$ cat src/rtl/gf180mcu_fd_io__pwrseq.sv
// Power-up sequencer for the gf180mcu IO ring: debounces the IO and core supply flags,
// releases core/pad isolation, enables pad inputs, then gates pad outputs under software control.
module gf180mcu_fd_io__pwrseq #(
   parameter int DBNC   = 255,
   parameter int SETTLE = 15,
   parameter int W      = 8
) (
   input  logic CLK,
   input  logic RST,
   input  logic DVDD_OK,
   input  logic VDD_OK,
   input  logic SW_EN,
   input  logic FAULT_CLR,
   output logic ISO,
   output logic PAD_IE_EN,
   output logic PAD_OE_EN,
   output logic READY,
   output logic FAULT
);

   typedef enum logic [2:0] {
      ST_OFF       = 3'd0,
      ST_DBNC_IO   = 3'd1,
      ST_DBNC_CORE = 3'd2,
      ST_SETTLE    = 3'd3,
      ST_STANDBY   = 3'd4,
      ST_ACTIVE    = 3'd5,
      ST_FAULT     = 3'd6
   } state_t;

   // Terminal counts: a state holding for N cycles exits when the counter reads N-1.
   localparam logic [W-1:0] DBNC_LAST   = W'(DBNC - 1);
   localparam logic [W-1:0] SETTLE_LAST = W'(SETTLE - 1);
   localparam logic [W-1:0] CNT_ONE     = W'(1);

   state_t         state_r;
   state_t         state_nxt_s;
   logic [W-1:0]   cnt_r;
   logic [W-1:0]   cnt_nxt_s;
   logic           dv_meta_r;
   logic           dv_sync_r;
   logic           vd_meta_r;
   logic           vd_sync_r;
   logic           supply_ok_s;
   logic [4:0]     out_nxt_s;
   logic [4:0]     out_r;

   assign supply_ok_s = dv_sync_r & vd_sync_r;

   // Two-flop synchronizers for the asynchronous supply-good flags.
   always_ff @(posedge CLK or posedge RST) begin
      if (RST) begin
         dv_meta_r <= 1'b0;
         dv_sync_r <= 1'b0;
         vd_meta_r <= 1'b0;
         vd_sync_r <= 1'b0;
      end else begin
         dv_meta_r <= DVDD_OK;
         dv_sync_r <= dv_meta_r;
         vd_meta_r <= VDD_OK;
         vd_sync_r <= vd_meta_r;
      end
   end

   // State and shared counter registers.
   always_ff @(posedge CLK or posedge RST) begin
      if (RST) begin
         state_r <= ST_OFF;
         cnt_r   <= {W{1'b0}};
      end else begin
         state_r <= state_nxt_s;
         cnt_r   <= cnt_nxt_s;
      end
   end

   // Next-state logic; the counter defaults to zero so every transition clears it.
   always_comb begin
      state_nxt_s = state_r;
      cnt_nxt_s   = {W{1'b0}};
      case (state_r)
         ST_OFF: begin
            if (dv_sync_r) state_nxt_s = ST_DBNC_IO;
            else           state_nxt_s = ST_OFF;
         end
         ST_DBNC_IO: begin
            if (!dv_sync_r)              state_nxt_s = ST_OFF;
            else if (cnt_r == DBNC_LAST) state_nxt_s = ST_DBNC_CORE;
            else                         cnt_nxt_s   = cnt_r + CNT_ONE;
         end
         ST_DBNC_CORE: begin
            if (!dv_sync_r)              state_nxt_s = ST_OFF;
            else if (!vd_sync_r)         cnt_nxt_s   = {W{1'b0}};
            else if (cnt_r == DBNC_LAST) state_nxt_s = ST_SETTLE;
            else                         cnt_nxt_s   = cnt_r + CNT_ONE;
         end
         ST_SETTLE: begin
            if (!supply_ok_s)              state_nxt_s = ST_FAULT;
            else if (cnt_r == SETTLE_LAST) state_nxt_s = ST_STANDBY;
            else                           cnt_nxt_s   = cnt_r + CNT_ONE;
         end
         ST_STANDBY: begin
            if (!supply_ok_s) state_nxt_s = ST_FAULT;
            else if (SW_EN)   state_nxt_s = ST_ACTIVE;
            else              state_nxt_s = ST_STANDBY;
         end
         ST_ACTIVE: begin
            if (!supply_ok_s) state_nxt_s = ST_FAULT;
            else if (!SW_EN)  state_nxt_s = ST_STANDBY;
            else              state_nxt_s = ST_ACTIVE;
         end
         ST_FAULT: begin
            if (FAULT_CLR) state_nxt_s = ST_OFF;
            else           state_nxt_s = ST_FAULT;
         end
         default: begin
            state_nxt_s = ST_OFF;
         end
      endcase
   end

   // Output decode of the next state: {ISO, IE, OE, READY, FAULT}.
   always_comb begin
      out_nxt_s = 5'b10000;
      case (state_nxt_s)
         ST_OFF:       out_nxt_s = 5'b10000;
         ST_DBNC_IO:   out_nxt_s = 5'b10000;
         ST_DBNC_CORE: out_nxt_s = 5'b10000;
         ST_SETTLE:    out_nxt_s = 5'b00000;
         ST_STANDBY:   out_nxt_s = 5'b01010;
         ST_ACTIVE:    out_nxt_s = 5'b01110;
         ST_FAULT:     out_nxt_s = 5'b10001;
         default:      out_nxt_s = 5'b10000;
      endcase
   end

   // Output flops load with the state register so pads never see decode glitches.
   always_ff @(posedge CLK or posedge RST) begin
      if (RST) out_r <= 5'b10000;
      else     out_r <= out_nxt_s;
   end

   assign ISO       = out_r[4];
   assign PAD_IE_EN = out_r[3];
   assign PAD_OE_EN = out_r[2];
   assign READY     = out_r[1];
   assign FAULT     = out_r[0];

endmodule

$ cat config.mk
export PLATFORM = sky130hd
export DESIGN_NAME = gf180mcu_fd_io__pwrseq
export DESIGN_NICKNAME = d
export VERILOG_FILES = /design/src/rtl/gf180mcu_fd_io__pwrseq.sv
export SDC_FILE = /design/constraint.sdc
export NUM_CORES = 1
export LEC_CHECK = 0
export CORE_MARGIN = 2
export CORE_UTILIZATION = 53
export CTS_CLUSTER_SIZE = 24
export DETAILED_ROUTE_END_ITERATION = 10
export GPL_ROUTABILITY_DRIVEN = 0
export HOLD_SLACK_MARGIN = 0.12
export PLACE_DENSITY_LB_ADDON = 0.2
export SLEW_MARGIN = 20
export SYNTH_ARGS = -nofsm -noshare
export SYNTH_HDL_FRONTEND = slang
export SYNTH_SLANG_ARGS = --single-unit
$ cat constraint.sdc
create_clock -name CLK -period 2.27 [get_ports CLK]
set_input_delay 0.3405 -clock CLK [delete_from_list [all_inputs] [get_ports CLK]]
set_output_delay 0.3405 -clock CLK [all_outputs]
set_load 0.05 [all_outputs]
Word-level counts from Yosys, hierarchy flattened
Index checks and enable logic that the tools add are counted.

word-level totals
  register bits after elaboration = 20
  input bits = 6
  output and inout port bits = 5
  logic and storage cells = 43

cells by class
  $add $sub $neg = 1
  equal/unequal tests = 12
  muxes and demuxes = 20
  bitwise gates (word level) = 1
  reductions and logical operators = 2

operators by type and width
  cell                                                 count
  two-way mux 8 bit                                    6
  two-way mux 3 bit                                    8
  one-hot mux 8 bit (3 select lines)                   1
  one-hot mux 5 bit (4 select lines)                   1
  equality test 3 bit, second input constant           6
  one-hot mux 3 bit (6 select lines)                   1
  equality test 3 x 2 -> 1 bit, second input constant  3
  adder 8 x 1 -> 8 bit, second input constant          1
  equality test 8 x 4 -> 1 bit, second input constant  1
  equality test 8 bit, second input constant           1
  equality test 3 x 1 -> 1 bit, second input constant  1
  zero test 3 bit                                      1
  two-way mux 1 bit                                    2
  two-way mux 2 bit                                    1
  OR reduction 2 bit                                   1
  bitwise AND 1 bit                                    1

Logic depth before layout (Yosys ltp)
  depth in word-level cells = 7
  depth in mapped cells = 7
  mapped depth without buffers = 7

Worst setup path after synthesis
No wires, ideal clock.

  kind = flip-flop to flip-flop
  start = register cnt_r[0]
  end = register cnt_r[2]
  library setup time = 0.133 ns
  arrival time = 1.535 ns
  setup slack = 0.602 ns
  cell stages (with the launch flop) = 8
  clock period less this slack = 1.668 ns
  path through = dfrtp_1 -> inv_1 -> ha_1 -> nand4b_1 -> nor4_2 -> nor3_2 -> a41oi_2 -> nor2_1

between the ends
  cells in the longest elaborated chain, start to end = 5

RTL lines
  what                                                         line    source
  from (decl)                                                  38      logic [W-1:0] cnt_r;
  from (signal assigned)                                       69      cnt_r <= {W{1'b0}};
  from (signal assigned)                                       72      cnt_r <= cnt_nxt_s;
  adder 8 x 1 -> 8 bit or equality test 8 bit (tied branches)  -
  two-way mux 8 bit                                            87, 93
  two-way mux 8 bit                                            92      else if (!vd_sync_r) cnt_nxt_s = {W{1'b0}};
  two-way mux 8 bit                                            91      if (!dv_sync_r) state_nxt_s = ST_OFF;
  one-hot mux 8 bit (3 select lines) (*)                       80      case (state_r)
  via cnt_nxt_s[2]                                             39      logic [W-1:0] cnt_nxt_s;

Mark *: on every way through the listed nets, which the timed path passes. The rest lies on a longest branch.

Worst setup path in the final report
  start = register out_r[4]
  end = output port ISO

RTL lines
  what                    line  source
  from (decl)             46    logic [4:0] out_r;
  from (signal assigned)  139   else out_r <= out_nxt_s;
  to (decl)               14    output logic ISO,

No word-level cell between the ends.

==> results.md <==
- Hold Crit Class: register to register
- Initial antenna violation count: 0
- Synthesis-to-finish area growth: 14.29%
- Largest net degree at the start of global routing: 20
- Area leader, netlist: dfrtp_1
- Top-area cell type share of the netlist area: 0.4945
- Post-synth ARST share: 1.000
- Worst slack, placed: 0.4118 ns
- Die ar.: 0.002066 mm²
- Worst-case clock skew: 0.007181 ns
- Syn_nets: between 90 and 100
- Final setup TNS: 0 ns
- CTS sink count: 19
- Total Routing Usage GR: 0.1767
- Synth cell types: 35
- Int Pwr: just over 600 µW
- TritonRoute pass-1 iters: 4
- Period utilisation layout: 0.8541
- CP Class: register to primary output
- Final core utilization: 0.6677
- Grt ovf: 0
- Max-cap violation count: 0
- Clk buf depth: 2
- WL per Instance: ~13 µm
- Later-pin clock latency in the skew report: a little under 0.3 ns
- EDFF count, synth: 0
- Sequential area share after synthesis: 0.5234
- Clock Power Share: 0.156
- Critical Path AT: approximately 1.6 ns
- Remaining DRCs: 0
- Initial core utilization: 0.5843
- CTS resizes: 0
- Power per Cell Area: 998.3 mW/mm²
- Layout cell share with drive strength beyond 1: 0.1489
- Final Cell Area: 0.001041 mm²
- FILL cells: between 100 and 150
- Worst hold slack: approximately 0.36 ns
- IO buf count: 10
- Total Wirelength: 1.450 mm
- CP startpoint: out_r[4]
- Top-count cell post-synth: dfrtp_1
- Root Driver: clkbuf_4
- Startpoint Class: register
- Global-route wire length before repair: between 2 and 3 mm
- Family with the most delay on the worst path: buffers and inverters
- CTS Buf Count: 3
- Slew margin rel.: 0.5373
- Rows: 14
- WL met3: about 32 µm
- Switching portion of total power: 0.4099
- Hold Startpoint: vd_meta_r
- Synthesized area per cell: about 11 µm²
- Htree depth: 1
- Vias per inst: 5.591
- WL met2: ~630 µm
- Final WS setup: ~0.33 ns
- R2r startpoint: cnt_r[0]
- Min Tclk post-route: around 1.9 ns
- Highest routed layer: met4
- Via count: between 600 and 700
- Cts-stage hold buffer count: 0
- WL met1: around 770 µm
- Vias in the first global route: about 610
- RSZ-0062 raised after global routing: false
- Detailed Route Iter0 Violations: 3
- Reg power frac: 0.460
- Core ar.: between 0.0015 and 0.002 mm²
- Post-Syn Instances: a little over 80
- Fmax: between 500 and 600 MHz
- Flop and latch count out of synthesis: 19
- Sequential cell area: between 400 and 500 µm²
- Worst vdd ir: about 0.0006 V
- Post-DP Area: approximately 0.0010 mm²
- Status: completed
- Net switching power: between 400 and 500 µW
- Post-DRT Antenna Nets: 0
- HPWL Detailed: roughly 1.1 mm
- Pleak: 0.4540 nW
- Crit. End Element: primary output
- WP data required: between 1.5 and 2 ns
- Critical-path cell with the highest stage delay: clkdlybuf4s50_1
- Area contributors post-synth: dfrtp_1 (49%), xor2_1 (4.8%), nand2_1 (4.1%)
- Synth Cell Area: approximately 910 µm²
- Crit path buffers/inverters: 1
- I/O Pins: 11
- Final Hold Viols: 0
- Commonest cells in the netlist: dfrtp_1 (18), nand2_1 (10), nor2_1 (9)
- Ys Warns: 0
- Die width: 45.46 µm
- Area of the multi-input gates: ~410 µm²
- Layout Nets: about 100
- Worst slew pin tran: 0.6933 ns
- Clock Pin Slew Worst Setup and Hold Paths: about 0.10 ns
- CP Cell Sequence: clkdlybuf4s50_1
- Critical Path Fanout Max: 1
- Final Slew Violations: 0
- Main flop type after synthesis: dfrtp_1
- Logic pwr share: 0.384
- CTS tree: done
- Setup violators final: 0
- Setup Buffers After CTS: 0
- Antenna Cells: 0
- Slowest stage delay, CP: just under 0.8 ns
- Die height: 45.46 µm
[sequential cells by signal (all words and copies together), names as in the netlist]
| register | flops |
|---|---|
| cnt_r | 8 |
| out_r | 4 |
| state_r | 3 |
| dv_meta_r | 1 |
| dv_sync_r | 1 |
| vd_meta_r | 1 |
| vd_sync_r | 1 |
[logic make-up after synthesis]
group           Yosys count  synth area share
flops                    19            0.5234
buf+inv                   6           0.03160
xor+xnor                  6           0.05769
simple gates             39            0.2487
fa+ha+maj                 2           0.02747
compound gates           11            0.1113
[metrics by stage]
step,std cells,total power [mW]
floorplan,83,0.7853
global placement,106,0.8743
detailed placement,106,0.8862
CTS,110,1.050
global route,110,1.109
finish,110,1.039
[layer usage]
layer	up-vias	global-route usage
met5	-	0
met4	0	0.07059
met3	4	0.03571
met2	10	0.2648
met1	284	0.2500
li1	317	-
[power groups by stage]
stage / Sequential [mW] / Clock, mW / Combinational (mW)
after floorplan: 0.524 / 0 / 0.261
after global placement: 0.479 / 0 / 0.395
after detailed placement: 0.485 / 0 / 0.402
after CTS: 0.477 / 0.171 / 0.402
after global routing: 0.491 / 0.185 / 0.433
final: 0.478 / 0.163 / 0.399
[cell usage in the layout (no fill, tap or decap), types with 2 or more instances in the layout]
master / netlist / final
dfrtp_1: 18 / 18
nand2_1: 10 / 10
clkdlybuf4s50_1: 0 / 10
nor2_1: 9 / 9
nand3_1: 6 / 6
xor2_1: 5 / 5
clkbuf_4: 0 / 3
nor3_2: 2 / 2
o21ai_0: 2 / 2
inv_1: 2 / 2
ha_1: 2 / 2
[cell type report]
cell class / instances / share of cell area
Multi-Input combinational cell: 58 / 0.3894
Inverter: 3 / 0.01082
Tap cell: 16 / 0.01923
Sequential cell: 19 / 0.4579
Clock inverter: 1 / 0.004808
Clock buffer: 3 / 0.02163
Timing Repair Buffer: 10 / 0.09615
[path summary, 6_finish.rpt]
check | to | slack [ns] | cells past startpoint
worst min-delay path | vd_sync_r | 0.36 | 0
worst min register to register | vd_sync_r | 0.36 | 0
worst max register to register | cnt_r[7] | 0.42 | 7
max in group asynchronous | cnt_r[4] | 1.38 | 2
min in group asynchronous | out_r[0] | 0.44 | 2
worst max-delay path | ISO | 0.33 | 1
Power figures use the tool's default switching activity.
